==> src/rtl/mipi_lane_pkg.sv <==
// Shared definitions for the MIPI lane receive path.
//   lane_state_e     : alignment FSM states (HUNT, LOCKED)
//   MIPI_HS_SYNC     : HS leader/sync byte used as the default alignment word
//   ORDER_*          : bit-order selectors for the LSB_FIRST parameter
package mipi_lane_pkg;

  typedef enum logic {
    HUNT   = 1'b0,
    LOCKED = 1'b1
  } lane_state_e;

  localparam logic [7:0] MIPI_HS_SYNC = 8'hB8;

  localparam bit ORDER_LSB_FIRST = 1'b1;
  localparam bit ORDER_MSB_FIRST = 1'b0;

endpackage

==> src/rtl/mipi_bit_shifter.sv <==
// Serial shift register with a look-ahead window.
//   clk, rst : bit clock, synchronous active-high reset
//   en       : shift din in on this edge
//   clr      : empty the register (takes priority over en)
//   din      : serial bit
//   window   : register contents as they will be after din is shifted in,
//              so the parent can compare/capture a full word on the same
//              edge that samples its last bit
module mipi_bit_shifter
  import mipi_lane_pkg::*;
#(
  parameter int WIDTH     = 8,
  parameter bit LSB_FIRST = ORDER_LSB_FIRST
) (
  input  logic             clk,
  input  logic             rst,
  input  logic             en,
  input  logic             clr,
  input  logic             din,
  output logic [WIDTH-1:0] window
);

  logic [WIDTH-1:0] sh;

  // LSB-first: new bits enter at the top and walk down, so the first bit of a
  // word ends up in bit 0. MSB-first: new bits enter at bit 0 and walk up.
  always_comb begin
    if (LSB_FIRST == ORDER_LSB_FIRST) window = {din, sh[WIDTH-1:1]};
    else                              window = {sh[WIDTH-2:0], din};
  end

  // NOTE: sequential state uses non-blocking assignments so every register
  // samples pre-edge values; reset is synchronous and checked first so it wins.
  always_ff @(posedge clk) begin
    if (rst || clr) sh <= '0;
    else if (en)    sh <= window;
  end

endmodule

==> src/rtl/mipi_sync_deserializer.sv <==
// 1:WIDTH serial-to-parallel converter with sync-word alignment.
//   clk       : bit clock, one bit per edge while validIn=1
//   rst       : synchronous, active-high reset
//   datain    : serial data bit
//   validIn   : high for the whole burst; low = end of burst
//   dataout   : last aligned word, held until the next one
//   validOut  : one-cycle pulse, dataout holds a new word
//   syncDet   : one-cycle pulse, sync word matched and lane locked
//   locked    : high while the lane is aligned
//   wordCnt   : words emitted in the current burst, saturating
module mipi_sync_deserializer
  import mipi_lane_pkg::*;
#(
  parameter int               WIDTH     = 8,
  parameter bit               LSB_FIRST = ORDER_LSB_FIRST,
  parameter bit               SYNC_EN   = 1'b1,
  parameter logic [WIDTH-1:0] SYNC_WORD = WIDTH'(MIPI_HS_SYNC),
  parameter int               CNT_W     = 16
) (
  input  logic             clk,
  input  logic             rst,
  input  logic             datain,
  input  logic             validIn,
  output logic [WIDTH-1:0] dataout,
  output logic             validOut,
  output logic             syncDet,
  output logic             locked,
  output logic [CNT_W-1:0] wordCnt
);

  localparam int BIT_W = $clog2(WIDTH);
  localparam logic [BIT_W-1:0] LAST_BIT = BIT_W'(WIDTH - 1);
  // Without sync hunting the lane is permanently aligned, so HUNT is never used.
  localparam lane_state_e RESET_STATE = SYNC_EN ? HUNT : LOCKED;
  localparam lane_state_e IDLE_STATE  = SYNC_EN ? HUNT : LOCKED;

  lane_state_e      state, state_next;
  logic [BIT_W-1:0] bit_cnt;
  // Bits seen in the current hunt, saturating at WIDTH-1: once saturated the
  // incoming bit completes a full window and a compare is meaningful.
  logic [BIT_W-1:0] fill_cnt;
  logic             valid_q;
  logic [WIDTH-1:0] window;
  logic             sync_hit;
  logic             word_done;

  mipi_bit_shifter #(
    .WIDTH     (WIDTH),
    .LSB_FIRST (LSB_FIRST)
  ) u_shifter (
    .clk    (clk),
    .rst    (rst),
    .en     (validIn),
    .clr    (!validIn),
    .din    (datain),
    .window (window)
  );

  // State register
  always_ff @(posedge clk) begin
    if (rst) state <= RESET_STATE;
    else     state <= state_next;
  end

  // Next-state logic
  // NOTE: every combinational output gets a default first so no path can
  // leave it unassigned and infer a latch.
  always_comb begin
    state_next = state;
    if (!validIn)                        state_next = IDLE_STATE;
    else if (state == HUNT && sync_hit)  state_next = LOCKED;
  end

  // Per-bit decode: sync match while hunting, word completion while locked
  always_comb begin
    sync_hit  = 1'b0;
    word_done = 1'b0;
    if (validIn) begin
      if (state == HUNT) sync_hit = SYNC_EN && (fill_cnt == LAST_BIT) && (window == SYNC_WORD);
      else               word_done = (bit_cnt == LAST_BIT);
    end
  end

  // Counters and output registers
  always_ff @(posedge clk) begin
    if (rst) begin
      bit_cnt  <= '0;
      fill_cnt <= '0;
      valid_q  <= 1'b0;
      dataout  <= '0;
      validOut <= 1'b0;
      syncDet  <= 1'b0;
      locked   <= 1'b0;
      wordCnt  <= '0;
    end else begin
      valid_q  <= validIn;
      syncDet  <= sync_hit;
      validOut <= word_done;
      locked   <= (state_next == LOCKED);

      if (!validIn) begin
        // End of burst: drop any partial word and restart alignment.
        bit_cnt  <= '0;
        fill_cnt <= '0;
      end else if (state == HUNT) begin
        bit_cnt <= '0;
        if (fill_cnt != LAST_BIT) fill_cnt <= fill_cnt + 1'b1;
      end else begin
        fill_cnt <= '0;
        bit_cnt  <= word_done ? '0 : bit_cnt + 1'b1;
      end

      if (word_done) dataout <= window;

      // A burst start cannot also complete a word (WIDTH >= 2), so the clear
      // and the increment never collide.
      if (validIn && !valid_q)               wordCnt <= '0;
      else if (word_done && wordCnt != '1)   wordCnt <= wordCnt + 1'b1;
    end
  end

endmodule

==> config.mk <==
export PLATFORM = sky130hd
export DESIGN_NAME = mipi_sync_deserializer
export DESIGN_NICKNAME = d
export VERILOG_FILES = /design/src/rtl/mipi_lane_pkg.sv /design/src/rtl/mipi_bit_shifter.sv /design/src/rtl/mipi_sync_deserializer.sv
export SDC_FILE = /design/constraint.sdc
export NUM_CORES = 1
export LEC_CHECK = 0
export ABC_AREA = 1
export BUFFER_PORTS_ARGS = -buffer_cell sky130_fd_sc_hd__buf_4
export CORE_MARGIN = 2
export CORE_UTILIZATION = 54
export DETAILED_ROUTE_END_ITERATION = 8
export GPL_ROUTABILITY_DRIVEN = 0
export PLACE_DENSITY = 0.75
export REMOVE_ABC_BUFFERS = 1
export SYNTH_ARGS = -nofsm -noshare
export SYNTH_HDL_FRONTEND = slang
export SYNTH_SLANG_ARGS = --single-unit
==> constraint.sdc <==
create_clock -name clk -period 1.88 [get_ports clk]
set_input_delay 0.094 -clock clk [delete_from_list [all_inputs] [get_ports clk]]
set_output_delay 0.094 -clock clk [all_outputs]
set_load 0.02 [all_outputs]
; ---- After elaboration in Yosys (flattened, before gate mapping)
; Index checks and enable logic that the tools add are counted.
[op_classes]
bitwise = 2
n_reduce_logical = 11
add_sub_neg = 3
muxes = 4
eq_ne = 5
[op_table]
columns = operator, count
row1 = adder 16 x 1 -> 16 bit (second input constant), 1
row2 = != test 16 bit (second input constant), 1
row3 = equality test 8 bit (second input constant), 1
row4 = adder 3 x 1 -> 3 bit (second input constant), 2
row5 = equality test 3 bit (second input constant), 2
row6 = logical AND 1 bit, 4
row7 = two-way mux 1 bit, 4
row8 = OR reduction 2 bit, 2
row9 = OR reduction 4 bit, 1
row10 = != test 3 bit (second input constant), 1
row11 = OR reduction 3 bit, 1
row12 = logical NOT 1 bit, 2
row13 = inverter 1 bit, 2
row14 = logical OR 1 bit, 1
[word_totals]
register_bits = 42
wordCells = 34

; ---- Logic depth before layout (Yosys ltp)
[logic_depth]
ltp_word = 5
ltp_mapped = 9

; ---- Hierarchy
; A second synthesis with hierarchy kept.
[hier_totals]
cells_unflattened = 267
area_unflattened_um2 = 1864.3
[modules_own_cells]
columns = module, area_each_um2, seq_area_each_um2, n_inst, cells_per_inst
row1 = mipi_sync_deserializer, 1567.8, 680.7, 1, 222
row2 = mipi_bit_shifter, 296.5, 140.1, 1, 45

; ---- Worst setup path before layout
; No wires, ideal clock.
[synth_path]
kind = flip-flop to flip-flop
startpoint = register wordCnt[0]
endpoint = register wordCnt[14]
required_ps = 1749
setup_time_ps = 131
setup_slack_ps = 214
n_path_buf = 1
stages_incl_launch_ff = 10
arrival_time_ps = 1536
cell_sequence = dfxtp_1 -> ha_1 -> nand2_1 -> nor2_1 -> nand2_1 -> nor2_1 -> nor2_4 -> buf_6 -> nand2_1 -> a21oi_2
[synth_via]
elab_chain_len = 2
[synth_lines]
columns = item, line_no
row1 = start: declaration, mipi_sync_deserializer.sv:28  ; output logic [CNT_W-1:0] wordCnt
row2 = start signal: assignment, mipi_sync_deserializer.sv:118  ; else if (word_done && wordCnt != '1) wordCnt <= wordCnt + 1'b1;
row3 = branches (longest 2 deep; another with adder 16 x 1 -> 16 bit), --
; Parallel ways; which one is timed is not known.
; A chain may end at the register's enable or synchronous reset.

; ---- Worst setup path in the final report
[layout_path]
startpoint = register bit_cnt[0]
endpoint = register wordCnt[12]
[layout_via]
elab_chain_len = 4
[layout_lines]
columns = item, line_no
row1 = start: declaration, mipi_sync_deserializer.sv:38  ; logic [BIT_W-1:0] bit_cnt;
row2 = start signal: assignment, mipi_sync_deserializer.sv:110  ; bit_cnt <= word_done ? '0 : bit_cnt + 1'b1;
row3 = equality test 3 bit, mipi_sync_deserializer.sv:80  ; else word_done = (bit_cnt == LAST_BIT);
row4 = two-way mux 1 bit, mipi_sync_deserializer.sv:79  ; if (state == HUNT) sync_hit = SYNC_EN && (fill_cnt == LAST_BIT) && (window == SYNC_WORD);
row5 = two-way mux 1 bit, mipi_sync_deserializer.sv:78  ; if (validIn) begin
row6 = logical AND 1 bit, mipi_sync_deserializer.sv:118
; Every way passes these cells.

==> flow_summary_export.csv <==
group,metric,value,unit
floorplanning,die_w,61.62,um
setup_path,crit_required,2.14,ns
placed_design,port_buffers,30,
timing,finClkSkew,0.007430,ns
clock_network,cts_root_buffer,"clkbuf_4",
pwr,peakVddDrop,0.5046,mV
clock_network,htreeDepth,2,
setup_path,cp_data_arrival_time,1.87,ns
layout,fillers,296,
detailed_routing,drc_errors,0,
global_route,met1_usage,0.2680,
clock_network,hold_buffers,2,
pwr,pwr-share-clk,0.400,
setup_path,endpoint_kind,"flop",
floorplanning,die_h,61.62,um
pwr,p_int,1.204,mW
setup_path,reg2reg_depth,8,
floorplanning,fp.coreArea,3103,sq um
yosys,yosys.area.top_type,"dfxtp_1",
layout,area_growth,23.17,%
timing,slew_headroom,0.7327,
setup_path,worst-path-max-fanout,17,
floorplanning,rows,20,
layout,finalNetCount,296,
yosys,ys.flop_type,"dfxtp_1",
setup_path,r2r_start,"bit_cnt[0]",
pwr,combPwrFrac,0.026,
timing,final_hold_viol_count,0,
yosys,synth.area.top_cells,"dfxtp_1, nand2_1, nor2_1, inv_1, a21oi_1",
global_route,grt_overflow,0,
flow_run,cap_violations,0,
yosys,yosysWarnings,0,
hold_path,worstHoldStart,"validIn",
timing,rsz0062_at_grt,"no",
placed_design,place_hpwl,2.703,mm
timing,setup_viol,0,
hold_path,holdPathStages,3,
layout,antenna_cells,0,
detailed_routing,wl_per_cell,11.12,um
timing,worst_pin_slew,0.4000,ns
yosys,async_flop_share,0,
placed_design,dpl_cell_area,2100,sq um
setup_path,ff2ff_setup_slack,0.27,ns
hold_path,hold_path_class,"in -> reg",
pwr,power_density,689.6,nW/um^2
yosys,ys_seq_area_frac,0.4578,
detailed_routing,dr.pass1.iters,4,
hold_path,min_to,"valid_q",
global_route,met3_usage,0.05672,
global_route,top_usage_layer,"met2",
global_route,grt_pass1_wl,5.940,mm
timing,max_freq,0.6197,GHz
global_route,grt_usage,0.2121,
floorplanning,fp.dieArea,3797,sq um
layout,postLayoutCoreUtil,0.7117,
yosys,yosysUniqueCellTypes,22,
yosys,synth_area,1793,sq um
setup_path,r2r_end,"wordCnt[12]",
run_status,status,"finished, final reports clean",
timing,slew_violations,0,
clock_network,clkSlewWorstSetupHoldPaths,0.12,ns
yosys,syn_avg_cell_area,7.348,sq um
timing,fin_crit,1.614,ns
yosys,syn_inst,244,
detailed_routing,vias,1624,
floorplanning,io_pins,31,
yosys,yosys_register_bits,41,
clock_network,cts_buffer_depth,2,
clock_network,numCtsBuffers,5,
pwr,switchingPower,0.3190,mW
layout,fin_area,2208,sq um
clock_network,cts_tree,"yes",
global_route,grt_max_degree,18,
clock_network,cts_sinks,41,
timing,fin_crit_sh,0.8583,
clock_network,cts_resized,0,
floorplanning,initial_core_util,0.5778,
yosys,yosys.area.top_type_share,0.4578,
detailed_routing,ant_nets,0,
detailed_routing,drt_first_iter_violations,100,
detailed_routing,wirelength,3.692,mm
setup_path,path_class,"reg -> reg",
pwr,power_frac_seq,0.575,
pwr,switching_share,0.2094,
clock_network,post_cts_buffers,0,
global_route,grt_use_met2,0.3594,
yosys,synth_common_cells,"nand2_1, dfxtp_1, nor2_1",
layout,drive_gt1_frac,0.1910,
global_route,antenna_found_initial,0,
clock_network,clk_latency,0.35,ns
setup_path,start_kind,"flop",
pwr,power.total,1.523,mW
global_route,grt_pass1_vias,1365,
timing,tns,0,ns
detailed_routing,vias_per_cell,4.892,
pwr,p_leak,0.9352,nW
yosys,yosysMostFrequentCell,"nand2_1",
yosys,synth_edf_count,0,
## layout by cell type, fill, tap and decap left out, drive strengths merged, types with 2 or more instances in the layout
master,instances
ha,5
nand2,60
nand4,5
dfxtp,41
nor3,2
nand3,14
a21oi,23
xor2,6
buf,38
dlygate4sd3,2
o21ai,11
clkbuf,6
nor2,41
inv,29
## flip-flops by register name (all words and copies together) (netlist names)
register      cells
bit_cnt           3
dataout           8
fill_cnt          3
locked            1
syncDet           1
u_shifter.sh      7
validOut          1
valid_q           1
wordCnt          16
## power groups by stage
stage          Sequential [mW]  Combinational (mW)  Clock (mW)
5_1_grt                  0.876              0.0448       0.659
6_report                 0.875              0.0393       0.608
2_1_floorplan            0.894              0.0199           0
3_5_place_dp             0.895              0.0359           0
4_1_cts                  0.875              0.0393       0.624
3_3_place_gp             0.895              0.0356           0
## area by class of cell
type	instances	area, sq um	area share
tap	44	55.05	0.02493
inverter	29	108.9	0.04929
sequential	41	820.8	0.3717
clock inverter	2	37.54	0.01700
clock buffer	6	51.30	0.02323
timing repair buffer	40	305.3	0.1382
multi-input combinational	170	829.5	0.3756
## worst max-delay path by stage
stage	cells past startpoint	startpoint	end	slack, ns
3_5_place_dp	8	bit_cnt[0]	wordCnt[12]	0.27
5_1_grt	8	bit_cnt[0]	wordCnt[12]	0.1
3_3_place_gp	8	bit_cnt[0]	wordCnt[8]	0.34
2_1_floorplan	7	wordCnt[0]	wordCnt[14]	0.22
4_1_cts	8	bit_cnt[0]	wordCnt[12]	0.24
6_report	8	bit_cnt[0]	wordCnt[12]	0.27
## cells by family (layout without fill, tap and decap cells)
group | Yosys count | count (layout) | synth area share
DFF | 41 | 41 | 0.4578
and+or+nand+nor | 124 | 124 | 0.2924
xor gates and xnor gates | 7 | 7 | 0.03419
adders and majority gates | 5 | 5 | 0.03489
AOI/OAI and AO/OA | 34 | 34 | 0.1012
buffers and inverters | 33 | 77 | 0.07955
## through the flow
step | instances | setup WS (ns) | hold WS [ns]
2_1_floorplan | 240 | 0.2205 | 0.1631
3_3_place_gp | 322 | 0.3362 | 0.2982
4_1_cts | 332 | 0.2386 | 0.01493
3_5_place_dp | 322 | 0.2693 | 0.3027
5_1_grt | 332 | 0.09882 | 0.03684
6_report | 332 | 0.2663 | 0.03692
## layer usage
layer,vias up,part of all wire
met5,-,0
li1,862,-
met2,29,0.50
met4,0,0.0089
met3,2,0.034
met1,731,0.46
## worst max-delay path, stage by stage (launching register included)
cell and delay, ns:
dfxtp_1 0.35, ha_1 0.14, ha_1 0.13, nand3_1 0.19
inv_1 0.15, buf_4 0.21, nand4_1 0.16, nor2_1 0.13
nor2_1 0.05
Note: power is estimated with default switching activity, not from simulation.
